==> src/rtl/uart_tx.sv <==
`default_nettype none
// ============================================================================
//  Module   : uart_tx
//  Function : Asynchronous serial transmitter. Sends one frame per accepted
//             request: start bit, DATA_BITS data bits LSB-first, optional
//             parity bit, STOP_BITS stop bits. One bit lasts
//             4 * CLOCK_DIVIDE clocks (quarter-bit prescaler convention).
//  Revision : 1.0 - initial release
// ============================================================================
module uart_tx #(
   parameter int CLOCK_DIVIDE = 108,  // clocks per quarter-bit tick, >= 1
   parameter int DATA_BITS    = 8,    // 5..8
   parameter int PARITY       = 0,    // 0 none, 1 odd, 2 even
   parameter int STOP_BITS    = 1     // 1 or 2
) (
   input  logic       clk,
   input  logic       rst,             // asynchronous, active-low
   input  logic       transmit,
   input  logic [7:0] tx_byte,
   output logic       tx,
   output logic       is_transmitting,
   output logic       tx_done
);

   // A divide of 1 still needs a 1-bit prescaler register.
   localparam int PW = (CLOCK_DIVIDE > 1) ? $clog2(CLOCK_DIVIDE) : 1;

   localparam logic [PW-1:0] c_presc_load = PW'(CLOCK_DIVIDE - 1);
   localparam logic [2:0]    c_last_data  = 3'(DATA_BITS - 1);
   localparam logic [2:0]    c_last_stop  = 3'(STOP_BITS - 1);
   localparam logic [7:0]    c_data_mask  = 8'((16'd1 << DATA_BITS) - 16'd1);

   typedef enum logic [2:0] {
      S_IDLE   = 3'd0,
      S_START  = 3'd1,
      S_DATA   = 3'd2,
      S_PARITY = 3'd3,
      S_STOP   = 3'd4
   } state_t;

   state_t          r_state,   w_state_n;
   logic [PW-1:0]   r_presc,   w_presc_n;
   logic [1:0]      r_quarter, w_quarter_n;
   logic [2:0]      r_bit_cnt, w_bit_cnt_n;
   logic [7:0]      r_shift,   w_shift_n;
   logic            r_parity,  w_parity_n;
   logic            r_tx,      w_tx_n;
   logic            r_busy,    w_busy_n;
   logic            r_done,    w_done_n;

   logic            w_tick;
   logic            w_bit_end;
   logic            w_xor;

   assign w_tick    = (r_presc == '0);
   assign w_bit_end = w_tick && (r_quarter == 2'd3);
   // Parity is fixed at acceptance so the shift register is free to shift.
   assign w_xor     = ^(tx_byte & c_data_mask);

   // State and datapath registers; reset aborts any frame in flight.
   always_ff @(posedge clk or negedge rst) begin
      if (!rst) begin
         r_state   <= S_IDLE;
         r_presc   <= '0;
         r_quarter <= 2'd0;
         r_bit_cnt <= 3'd0;
         r_shift   <= 8'd0;
         r_parity  <= 1'b0;
         r_tx      <= 1'b1;
         r_busy    <= 1'b0;
         r_done    <= 1'b0;
      end else begin
         r_state   <= w_state_n;
         r_presc   <= w_presc_n;
         r_quarter <= w_quarter_n;
         r_bit_cnt <= w_bit_cnt_n;
         r_shift   <= w_shift_n;
         r_parity  <= w_parity_n;
         r_tx      <= w_tx_n;
         r_busy    <= w_busy_n;
         r_done    <= w_done_n;
      end
   end

   // Next-state, bit timing and next registered output values.
   always_comb begin
      w_state_n   = r_state;
      w_presc_n   = r_presc;
      w_quarter_n = r_quarter;
      w_bit_cnt_n = r_bit_cnt;
      w_shift_n   = r_shift;
      w_parity_n  = r_parity;
      w_tx_n      = r_tx;
      w_busy_n    = r_busy;
      w_done_n    = 1'b0;

      // Prescaler and quarter counter run whenever a frame is in flight.
      if (r_state != S_IDLE) begin
         if (w_tick) begin
            w_presc_n   = c_presc_load;
            w_quarter_n = r_quarter + 2'd1;
         end else begin
            w_presc_n   = r_presc - 1'b1;
         end
      end

      case (r_state)
         S_IDLE: begin
            w_tx_n   = 1'b1;
            w_busy_n = 1'b0;
            if (transmit) begin
               w_state_n   = S_START;
               w_shift_n   = tx_byte;
               w_parity_n  = (PARITY == 1) ? ~w_xor : w_xor;
               w_presc_n   = c_presc_load;
               w_quarter_n = 2'd0;
               w_bit_cnt_n = 3'd0;
               w_tx_n      = 1'b0;
               w_busy_n    = 1'b1;
            end
         end

         S_START: begin
            if (w_bit_end) begin
               w_state_n   = S_DATA;
               w_bit_cnt_n = 3'd0;
               w_tx_n      = r_shift[0];
            end
         end

         S_DATA: begin
            if (w_bit_end) begin
               w_shift_n = {1'b0, r_shift[7:1]};
               if (r_bit_cnt == c_last_data) begin
                  w_bit_cnt_n = 3'd0;
                  if (PARITY != 0) begin
                     w_state_n = S_PARITY;
                     w_tx_n    = r_parity;
                  end else begin
                     w_state_n = S_STOP;
                     w_tx_n    = 1'b1;
                  end
               end else begin
                  w_bit_cnt_n = r_bit_cnt + 3'd1;
                  w_tx_n      = r_shift[1];
               end
            end
         end

         S_PARITY: begin
            if (w_bit_end) begin
               w_state_n   = S_STOP;
               w_bit_cnt_n = 3'd0;
               w_tx_n      = 1'b1;
            end
         end

         S_STOP: begin
            if (w_bit_end) begin
               if (r_bit_cnt == c_last_stop) begin
                  w_state_n   = S_IDLE;
                  w_busy_n    = 1'b0;
                  w_done_n    = 1'b1;
                  w_bit_cnt_n = 3'd0;
               end else begin
                  w_bit_cnt_n = r_bit_cnt + 3'd1;
               end
               w_tx_n = 1'b1;
            end
         end

         default: begin
            w_state_n = S_IDLE;
            w_tx_n    = 1'b1;
            w_busy_n  = 1'b0;
         end
      endcase
   end

   assign tx              = r_tx;
   assign is_transmitting = r_busy;
   assign tx_done         = r_done;

endmodule
`default_nettype wire

==> config.mk <==
export PLATFORM = sky130hd
export DESIGN_NAME = uart_tx
export DESIGN_NICKNAME = d
export VERILOG_FILES = /design/src/rtl/uart_tx.sv
export SDC_FILE = /design/constraint.sdc
export NUM_CORES = 1
export LEC_CHECK = 0
export ABC_AREA = 0
export CELL_PAD_IN_SITES_DETAIL_PLACEMENT = 2
export CELL_PAD_IN_SITES_GLOBAL_PLACEMENT = 2
export CORE_MARGIN = 2
export CORE_UTILIZATION = 41
export CTS_BUF_LIST = sky130_fd_sc_hd__clkbuf_4
export DETAILED_ROUTE_END_ITERATION = 8
export GPL_ROUTABILITY_DRIVEN = 0
export GPL_TIMING_DRIVEN = 0
export PLACE_DENSITY_LB_ADDON = 0.1
export SKIP_CTS_REPAIR_TIMING = 1
export SYNTH_ARGS = -nofsm -noshare
export SYNTH_HDL_FRONTEND = slang
export SYNTH_SLANG_ARGS = --single-unit
==> constraint.sdc <==
create_clock -name clk -period 5.1 [get_ports clk]
set_clock_uncertainty 0.05 [all_clocks]
set_input_delay 0.765 -clock clk [delete_from_list [all_inputs] [get_ports clk]]
set_output_delay 0.765 -clock clk [all_outputs]
set_load 0.01 [all_outputs]
# Word-level counts from Yosys, hierarchy flattened
# Cells that the tools add are included.
[op_classes] addsub=3 eq_ne=15 mux=39 bitwise=1 n_reduce_logical=15
[op_table] op="two-way mux 3 bit" n=13
[op_table] op="two-way mux 7 bit" n=4
[op_table] op="two-way mux 8 bit" n=2
[op_table] op="one-hot mux 8 bit (2 select lines)" n=1
[op_table] op="one-hot mux 3 bit (5 select lines)" n=1
[op_table] op="inequality test 2 bit, second input constant" n=7
[op_table] op="one-hot mux 3 bit (4 select lines)" n=1
[op_table] op="two-way mux 1 bit" n=11
[op_table] op="AND reduction 3 bit" n=3
[op_table] op="two-way mux 2 bit" n=4
[op_table] op="logical NOT 7 bit" n=1
[op_table] op="AND reduction 7 bit" n=1
[op_table] op="subtractor 7 x 1 -> 7 bit, second input constant" n=1
[op_table] op="equality test 3 x 2 -> 1 bit, second input constant" n=2
[op_table] op="equality test 3 bit, second input constant" n=2
[op_table] op="logical NOT 3 bit" n=2
[op_table] op="AND reduction 5 bit" n=1
[op_table] op="inequality test 2 x 1 -> 1 bit, second input constant" n=2
[op_table] op="one-hot mux 1 bit (4 select lines)" n=1
[op_table] op="nonzero test 4 bit" n=1
[op_table] op="OR reduction 2 bit" n=2
[op_table] op="adder 3 x 1 -> 3 bit, second input constant" n=1
[op_table] op="equality test 3 x 1 -> 1 bit, second input constant" n=1
[op_table] op="one-hot mux 1 bit (3 select lines)" n=1
[op_table] op="other kinds (7)" n=7
[word_totals] reg_bits=26 inputBits=11 output_inout_bits=3 wordCells=81

# Depth between registers and ports, before layout
# Gate-level depths: netlist of run 1.
[depth] ltp_word=5 mapped_depth=6 ltp_nobuf=6

# Least setup slack after synthesis of run 1
# No wires, ideal clock.
[synth_timing] path_type="register to register" start="reg r_presc[0]" end="reg r_shift[1]" arrival_time_ps=1631 t_required_ps=4925 setup_slack_ps=3294 stages_incl_launch_ff=7 path_buffers=0 period_less_slack_ps=1806 path_cell_list="dfrtp_1 > inv_1 > ha_1 > nor4b_4 > nand2_4 > o21ai_4 > mux2_2"
[synth_between] elab_chain_len=4
[synth_rtl] element="from (decl)" line_no="42" source="logic [PW-1:0] r_presc, w_presc_n;"
[synth_rtl] element="from (signal assigned)" line_no="74" source="r_presc <= w_presc_n;"
[synth_rtl] element="logical NOT 7 bit" line_no="55" source="assign w_tick = (r_presc == '0);"
[synth_rtl] element="logical AND 1 bit" line_no="56" source="assign w_bit_end = w_tick && (r_quarter == 2'd3);"
[synth_rtl] element="inequality test 2 bit (no line)"
[synth_rtl] element="AND reduction 3 bit (no line)"
[synth_rtl] element="to (signal assigned)" line_no="77" source="r_shift <= w_shift_n;"
[synth_rtl] element="to (decl)" line_no="45" source="logic [7:0] r_shift, w_shift_n;"
# Every way passes these cells.
# A chain may end at the register's enable or synchronous reset.

# Worst setup path after layout of run 1
[layout_timing] start="reg r_tx, in the netlist tx" end="out tx"
[layout_rtl] element="from (decl)" line_no="47" source="logic r_tx, w_tx_n;"
[layout_rtl] element="from (signal assigned)" line_no="79" source="r_tx <= w_tx_n;"
[layout_rtl] element="to (decl)" line_no="20" source="output logic tx,"
# No word-level cell between the ends.

==> flow_summary.json, run 1 <==
{
  "outcome": "complete, no violations",
  "syn_to_final_growth_pct": 15.1,
  "layout_setup_ws_ns": 2.87,
  "p_total_mw": 0.554,
  "path_class": "flip-flop to output pin",
  "diodes": 0,
  "nets": 171,
  "synth.top_cell.area_share_pct": 43.4,
  "cts_buffers": 3,
  "drive_above_1_share_pct": 17.0,
  "clock-sinks": 26,
  "die_h_microns": 63.3,
  "postSynthCellCount": 136,
  "cp_data_arrival_time_ns": 1.41,
  "portBuffers": 13,
  "die_w_microns": 63.3,
  "synth_edf_count": 0,
  "max_slew_margin_pct": 21.2,
  "synth_cell_type_count": 40,
  "cellPowerDensity_nw_per_um2": 334,
  "fmax_mhz": 449,
  "tightest_slew_ns": 1.18,
  "dr.pass1.iters": 4,
  "syn_area_sq_um": 1440,
  "fin_setup_tns_ns": 0,
  "grt_usage_pct": 20.0,
  "final_cells": 199,
  "hp-start": "r_quarter[0]",
  "initial_core_util_pct": 42.9,
  "place_ws_ns": 2.78,
  "grt_max_degree": 27,
  "end_kind": "output pin",
  "p_leak_nw": 0.731,
  "postSynthAreaPerCell_sq_um": 10.6,
  "cts_tree": "done",
  "die_area_sq_um": 4010,
  "root_buffer": "clkbuf_4",
  "core_area_sq_um": 3360,
  "finalInstanceArea_sq_um": 1660,
  "seq_area_frac_synth_pct": 45.2,
  "place_hpwl_mm": 2.74,
  "syn_nets": 153,
  "synth_most_common_cell": "dfrtp_1",
  "timing.hold.ws_ns": 0.468,
  "yosysTopAreaCell": "dfrtp_1",
  "drv_slew": 0,
  "antenna_found_initial": 0,
  "dp_cells": 195,
  "ir_drop_uv": 139,
  "grt-ovfl-total": 0,
  "worst_hold_path_type": "flip-flop to flip-flop",
  "crit_fanout": 2,
  "vias": 1101,
  "cp_num_buf_inv": 1,
  "io_pins": 14,
  "crit_chain": "clkdlybuf4s50_1",
  "h-tree-depth": 1,
  "drt_iter0_markers": 36,
  "clk_pin_slew_ns": 0.14,
  "grt_pass1_wl_mm": 6.24,
  "rsz0062_at_grt": "no",
  "synth_warnings": 0,
  "startpoint": "tx",
  "crit_family": "flip-flops",
  "cts_buffer_depth": 2,
  "ys_ff_latch": 26,
  "ys_async_sr_fraction_pct": 100,
  "post-route-min-period_ns": 2.23,
  "ys_top_cells_by_count": "dfrtp_1, mux2_2, nor2_1",
  "hold_viol_final": 0,
  "first_global_vias": 1256,
  "drt_wl_total_mm": 3.50,
  "startpoint_type": "flip-flop",
  "critPathRequiredTime_ns": 4.28,
  "n_fill_cell": 379,
  "cap_viol_max_count": 0,
  "fin_crit_sh_pct": 43.6,
  "place_area_sq_um": 1630,
  "ys.flop_type": "dfrtp_1",
  "fp-row-count": 21,
  "worstSkewPairLatency_ns": 0.33,
  "drc_errors": 0,
  "reg2reg_from": "r_presc[0]",
  "ys_top_cells_by_area": "dfrtp_1, mux2_2, ha_1",
  "viasPerCell": 5.53,
  "slowest_stage": "dfstp_2",
  "routedWlPerCell_microns": 17.6,
  "setup_violations": 0,
  "utilization_pct": 49.4,
  "ant_nets": 0,
  "critPathMaxStageDelay_ns": 0.56
}
worst paths after layout:
kind                                 to  slack [ns]  cells after the start
setup / recovery                     tx        2.87                      1
hold / removal             r_quarter[0]        0.47                      1
setup reg to reg             r_shift[5]        2.98                      6
hold reg to reg            r_quarter[0]        0.47                      1
max in group asynchronous    r_presc[3]        3.30                      1
min in group asynchronous    r_presc[1]        0.99                      1
metal layers:
metal	wire (microns)	GRT usage, %	up-vias
met5	0	0	-
met4	51	6.52	0
met3	63	1.79	5
met2	1860	36.7	16
met1	1530	24.6	563
li1	-	-	517
power by group:
group / switching (mW) / leakage [nW] / internal (mW)
combinational: 0.0702 / 0.397 / 0.0759
clock: 0.0602 / 0.0184 / 0.0360
sequential: 0.0528 / 0.316 / 0.259
total: 0.183 / 0.731 / 0.371
area by class of cell:
cell class | count | area (sq um) | area share [%]
Multi-Input combinational cell | 97 | 739 | 44.5
Sequential cell | 26 | 652 | 39.3
Timing Repair Buffer | 13 | 130 | 7.84
Tap cell | 46 | 57.6 | 3.47
Clock buffer | 4 | 30.0 | 1.81
Inverter | 8 | 30.0 | 1.81
Buffer | 5 | 21.3 | 1.28
placed cells by master (no fill, tap or decap), types with 2 or more instances in the layout:
master,netlist,layout
or3_1,3,3
clkbuf_1,2,2
clkdlybuf4s50_1,0,13
buf_2,2,2
clkbuf_4,0,4
mux2i_1,3,3
o31ai_1,3,3
and2_1,2,2
nor3b_1,2,2
dfrtp_1,25,25
nand3_1,4,4
nand2_1,7,7
nand2b_1,3,3
a21oi_1,6,6
xnor2_1,2,2
ha_1,6,6
o2111ai_1,2,2
mux2_2,13,13
nor2_1,10,10
xor2_1,3,3
nor3_1,5,5
o211ai_1,2,2
inv_1,8,8
o21ai_0,5,5
kinds of logic (layout without fill, tap and decap cells):
family	Yosys count	in the layout	share of synthesized area, %
and+or+nand+nor	43	43	17.1
xor gates and xnor gates	5	5	3.04
muxes	17	17	13.0
buffers and inverters	13	30	3.56
AOI/OAI and AO/OA	26	26	12.9
adders and majority gates	6	6	5.20
DFF	26	26	45.2
state kept, by name, summed over array words and instances (netlist names):
| signal | flops |
|---|---|
| r_state | 3 |
| tx | 1 |
| r_quarter | 2 |
| r_shift | 8 |
| is_transmitting | 1 |
| tx_done | 1 |
| r_bit_cnt | 3 |
| r_presc | 7 |
No activity file was read; power rests on OpenSTA's default activity.
==> run 2, diff against run 1 <==
--- a/config.mk
+++ b/config.mk
@@ -9,7 +9,7 @@
 export CELL_PAD_IN_SITES_DETAIL_PLACEMENT = 2
 export CELL_PAD_IN_SITES_GLOBAL_PLACEMENT = 2
 export CORE_MARGIN = 2
-export CORE_UTILIZATION = 41
+export CORE_UTILIZATION = 38
 export CTS_BUF_LIST = sky130_fd_sc_hd__clkbuf_4
 export DETAILED_ROUTE_END_ITERATION = 8
 export GPL_ROUTABILITY_DRIVEN = 0
==> constraint.sdc (replaced) <==
create_clock -name clk -period 2.3 [get_ports clk]
set_clock_uncertainty 0.05 [all_clocks]
set_input_delay 0.345 -clock clk [delete_from_list [all_inputs] [get_ports clk]]
set_output_delay 0.345 -clock clk [all_outputs]
set_load 0.01 [all_outputs]
==> flow_summary.json, run 2 (same netlist as run 1, synthesis figures left out) <==
{
  "first_global_vias": 1169,
  "startpoint_type": "flip-flop",
  "end_kind": "flip-flop",
  "cellPowerDensity_nw_per_um2": 792,
  "drt_wl_total_mm": 3.36,
  "drc_errors": 0,
  "hp-start": "r_presc[0]",
  "nets": 171,
  "crit_fanout": 9,
  "portBuffers": 13,
  "p_total_mw": 1.33,
  "cap_viol_max_count": 0,
  "cts_tree": "done",
  "grt_max_degree": 27,
  "grt_usage_pct": 17.3,
  "whs_path_depth": 1,
  "regToRegEndpoint": "r_shift[5]",
  "fmax_mhz": 486,
  "reg2reg_from": "r_presc[0]",
  "fp-row-count": 22,
  "dr.pass1.iters": 3,
  "use_met1_pct": 21.5,
  "cp_data_arrival_time_ns": 2.26,
  "clock-sinks": 26,
  "initial_core_util_pct": 39.4,
  "die_area_sq_um": 4310,
  "clk_pin_slew_ns": 0.16,
  "hold_viol_final": 0,
  "grt-ovfl-total": 0,
  "drt_iter0_markers": 33,
  "syn_to_final_growth_pct": 16.8,
  "n_fill_cell": 373,
  "routedWlPerCell_microns": 16.7,
  "grtUsageMet2_pct": 30.9,
  "tightest_slew_ns": 1.22,
  "root_buffer": "clkbuf_4",
  "place_hpwl_mm": 2.49,
  "viasPerCell": 5.36,
  "worstSkewPairLatency_ns": 0.35,
  "p_leak_nw": 0.741,
  "use_met3_pct": 2.05,
  "io_pins": 14,
  "setup_violations": 0,
  "max_slew_margin_pct": 18.3,
  "vias": 1078,
  "largest_reg_flops": 8,
  "layout_setup_ws_ns": 0.242,
  "layout_commonest_cell": "dfrtp_1",
  "reg2reg_depth": 6,
  "fin_crit_sh_pct": 89.5,
  "grt_busiest_layer": "met2",
  "ir_drop_uv": 241,
  "layout_common_cells": "dfrtp_1, mux2_2, clkdlybuf4s50_1",
  "die_h_microns": 65.6,
  "top_regs": "r_shift x8, r_presc x7",
  "critPathRequiredTime_ns": 2.50,
  "post-route-min-period_ns": 2.06,
  "largest_register": "r_shift",
  "worst_hold_path_type": "flip-flop to flip-flop",
  "cts_buffers": 3,
  "h-tree-depth": 1,
  "drv_slew": 0,
  "place_area_sq_um": 1630,
  "fin_setup_tns_ns": 0,
  "ant_nets": 0,
  "rsz0062_at_grt": "no",
  "place_ws_ns": 0.196,
  "antenna_found_initial": 0,
  "path_class": "flip-flop to flip-flop",
  "grt_pass1_wl_mm": 5.58,
  "drive_above_1_share_pct": 17.0,
  "core_area_sq_um": 3660,
  "die_w_microns": 65.6,
  "cts_buffer_depth": 2,
  "diodes": 0,
  "finalInstanceArea_sq_um": 1690,
  "r2r_slack_ns": 0.24,
  "outcome": "complete, no violations",
  "min_to": "r_presc[0]"
}
[run 2: critical path: stages, from the launching register on]
cell	delay, ns
dfrtp_1	0.43
inv_1	0.10
ha_1	0.16
nor4b_4	0.37
nand2_4	0.18
o21ai_4	0.31
mux2_2	0.38
[run 2: report_power, final]
group | internal, mW | total, mW | switching [mW]
combinational | 0.167 | 0.317 | 0.150
clock | 0.177 | 0.329 | 0.152
sequential | 0.575 | 0.688 | 0.114
[run 2: metrics by stage]
stage	hold WS [ns]	cells	utilization (%)
floorplan	-0.000591	136	-
global placement	0.433	197	44.6
detailed placement	0.447	197	44.6
CTS	0.472	201	46.0
global route	0.494	201	46.0
finish	0.464	201	46.0
[run 2: routing by layer]
metal / vias up / share of wire, %
li1: 519 / -
met1: 542 / 45
met2: 12 / 52
met3: 5 / 1.9
met4: 0 / 1.5
met5: - / 0
[run 2: final cells by class]
class / instances / area [sq um] / share of cell area (%)
multi-input cells: 97 / 739 / 43.9
clock inverters: 1 / 30.0 / 1.78
flip-flops and latches: 26 / 652 / 38.7
plain buffers: 5 / 21.3 / 1.26
inverters: 8 / 30.0 / 1.78
well taps: 48 / 60.1 / 3.56
repair buffers: 13 / 130 / 7.72
clock buffers: 3 / 22.5 / 1.34
[run 2: how the worst max path moves through the flow]
stage                    start    endpoint  cells after the start
floorplan           r_presc[0]  r_shift[1]                      6
global placement    r_presc[0]  r_shift[5]                      6
detailed placement  r_presc[0]  r_shift[5]                      6
CTS                 r_presc[0]  r_shift[5]                      6
global route        r_presc[0]  r_shift[5]                      6
finish              r_presc[0]  r_shift[5]                      6
==> edit (settings of run 2) <==
The 5 states of `state_t` get a Gray code encoding in 3 bits.
--- a/src/rtl/uart_tx.sv
+++ b/src/rtl/uart_tx.sv
@@ -31,11 +31,11 @@
    localparam logic [7:0]    c_data_mask  = 8'((16'd1 << DATA_BITS) - 16'd1);
 
    typedef enum logic [2:0] {
-      S_IDLE   = 3'd0,
-      S_START  = 3'd1,
-      S_DATA   = 3'd2,
-      S_PARITY = 3'd3,
-      S_STOP   = 3'd4
+      S_IDLE   = 3'b000,
+      S_START  = 3'b001,
+      S_DATA   = 3'b011,
+      S_PARITY = 3'b010,
+      S_STOP   = 3'b110
    } state_t;
 
    state_t          r_state,   w_state_n;
Check against the original RTL: no difference found for any inputs over 10 cycles, from zero or initial values and one cycle with rst low; not proved beyond that.
==> edit against run 2 <==
  * Setup slack worse by 0.058 ns
  * Sequential power down 9.0%
  * Highest routed layer unchanged
  * Final area down 3.3%
  * Non-clock buffer count is 1 lower
  * Sequential cell count did not move
  * Critical path type unchanged
  * Wire length is 5.4% lower
  * Via count decreased by 2.6%
  * Total power shrank 14%
  * Synthesized area fell by 2.3%
==> edit: results <==
set metrics [dict create \
    synth_cell_types 37 \
    power_w 0.00115 \
    p_leak_nw 0.703 \
    critical-path-max-stage-delay_ns 0.48 \
    min_to "tx" \
    synth_mux_area_share_pct 12.6 \
    holdPathStages 2 \
    peakVddDrop_uv 399 \
    r2r-start "r_state[2]" \
    whs_ns 0.447 \
    r2r_cells 5 \
    run_status "finished, final reports clean" \
    r2r-end "r_shift[2]" \
    grt_usage_pct 17.9 \
    r2r_setup_slack_ns 0.18 \
    drt-total-wl_um 3180 \
    cp_max_fo 10 \
    min_from "tx" \
    crit_path_top_delay_cell "nor3_1" \
    fin_nets 169 \
    powerClk_w 0.000219 \
    synth_top_area_share_pct 44.4 \
    final_layout_size_suffix_gt1_share_pct 17.2 \
    synth_area_leaders "dfrtp_1 44%, mux2_2 11%, ha_1 5.3%" \
    port-buffer-count 13 \
    grt_pass1_vias 1215 \
    synth_compound_area_share_pct 9.85 \
    internal_power_w 0.000763 \
    dr.pass1.iters 2 \
    num_vias 1050 \
    nFillCells 380 \
    dp_hpwl_um 2440 \
    synth_nets 151 \
    grt_pass1_wl_um 5750 \
    worst_slew_pin_slew_ns 1.20 \
    yosysSeqAreaShare_pct 46.2 \
    diodes 0 \
    synth-xor-area-share_pct 3.11 \
    clkSlewWorstSetupHoldPaths_ns 0.14 \
    synth_commonest_cells "25 x dfrtp_1, 14 x mux2_2, 9 x nand2_1, 9 x nor2_1, 7 x o21ai_0" \
    sequentialPower_w 0.000626 \
    clock_latency_ns 0.33 \
    drt-initial-drc-count 29 \
    postPlaceCellArea_um2 1600 \
    synth_adder_area_share_pct 5.32 \
]
edit: cell families after synthesis:
| group | Yosys count |
|---|---|
| simple gates | 49 |
| flops | 26 |
| compound gates | 22 |
| mux | 16 |
| buf+inv | 10 |
| fa+ha+maj | 6 |
| xor+xnor | 5 |
edit: worst register-to-register path, delay by kind of cell, from the launching register on:
kind            cells  cell delay, ns
simple gates        2            0.81
buf+inv             1            0.18
flops               1            0.39
compound gates      1            0.22
mux                 1            0.38
edit: stage by stage:
| stage | setup slack, ns | std cells |
|---|---|---|
| 6_report | 0.184 | 199 |
| 2_1_floorplan | 0.481 | 134 |
| 3_5_place_dp | 0.214 | 195 |
| 4_1_cts | 0.191 | 199 |
| 3_3_place_gp | 0.279 | 195 |
| 5_1_grt | 0.0809 | 199 |
edit: cell type report:
type	count	area [um^2]	share of cell area, %
buffer	4	17.5	1.07
clock buffer	4	30.0	1.84
inverter	6	22.5	1.38
multi-input combinational	98	718	44.1
sequential	26	652	40.0
tap	48	60.1	3.68
timing repair buffer	13	130	7.98
edit: routing by layer:
metal / global-route usage (%) / share of wire (%) / vias up
li1: - / - / 499
met1: 21.3 / 44 / 537
met2: 32.5 / 53 / 10
met3: 2.78 / 2.2 / 4
met5: 0 / 0 / -
met4: 6.38 / 1.3 / 0
edit: how the worst max path moves through the flow:
stage	startpoint	endpoint	slack, ns
after floorplan	r_presc[0]	r_shift[0]	0.48
after global placement	r_state[0]	r_shift[5]	0.28
after detailed placement	r_state[2]	r_shift[2]	0.21
after CTS	r_state[2]	r_shift[2]	0.19
after global routing	r_state[2]	r_shift[2]	0.08
final	r_state[2]	r_shift[2]	0.18
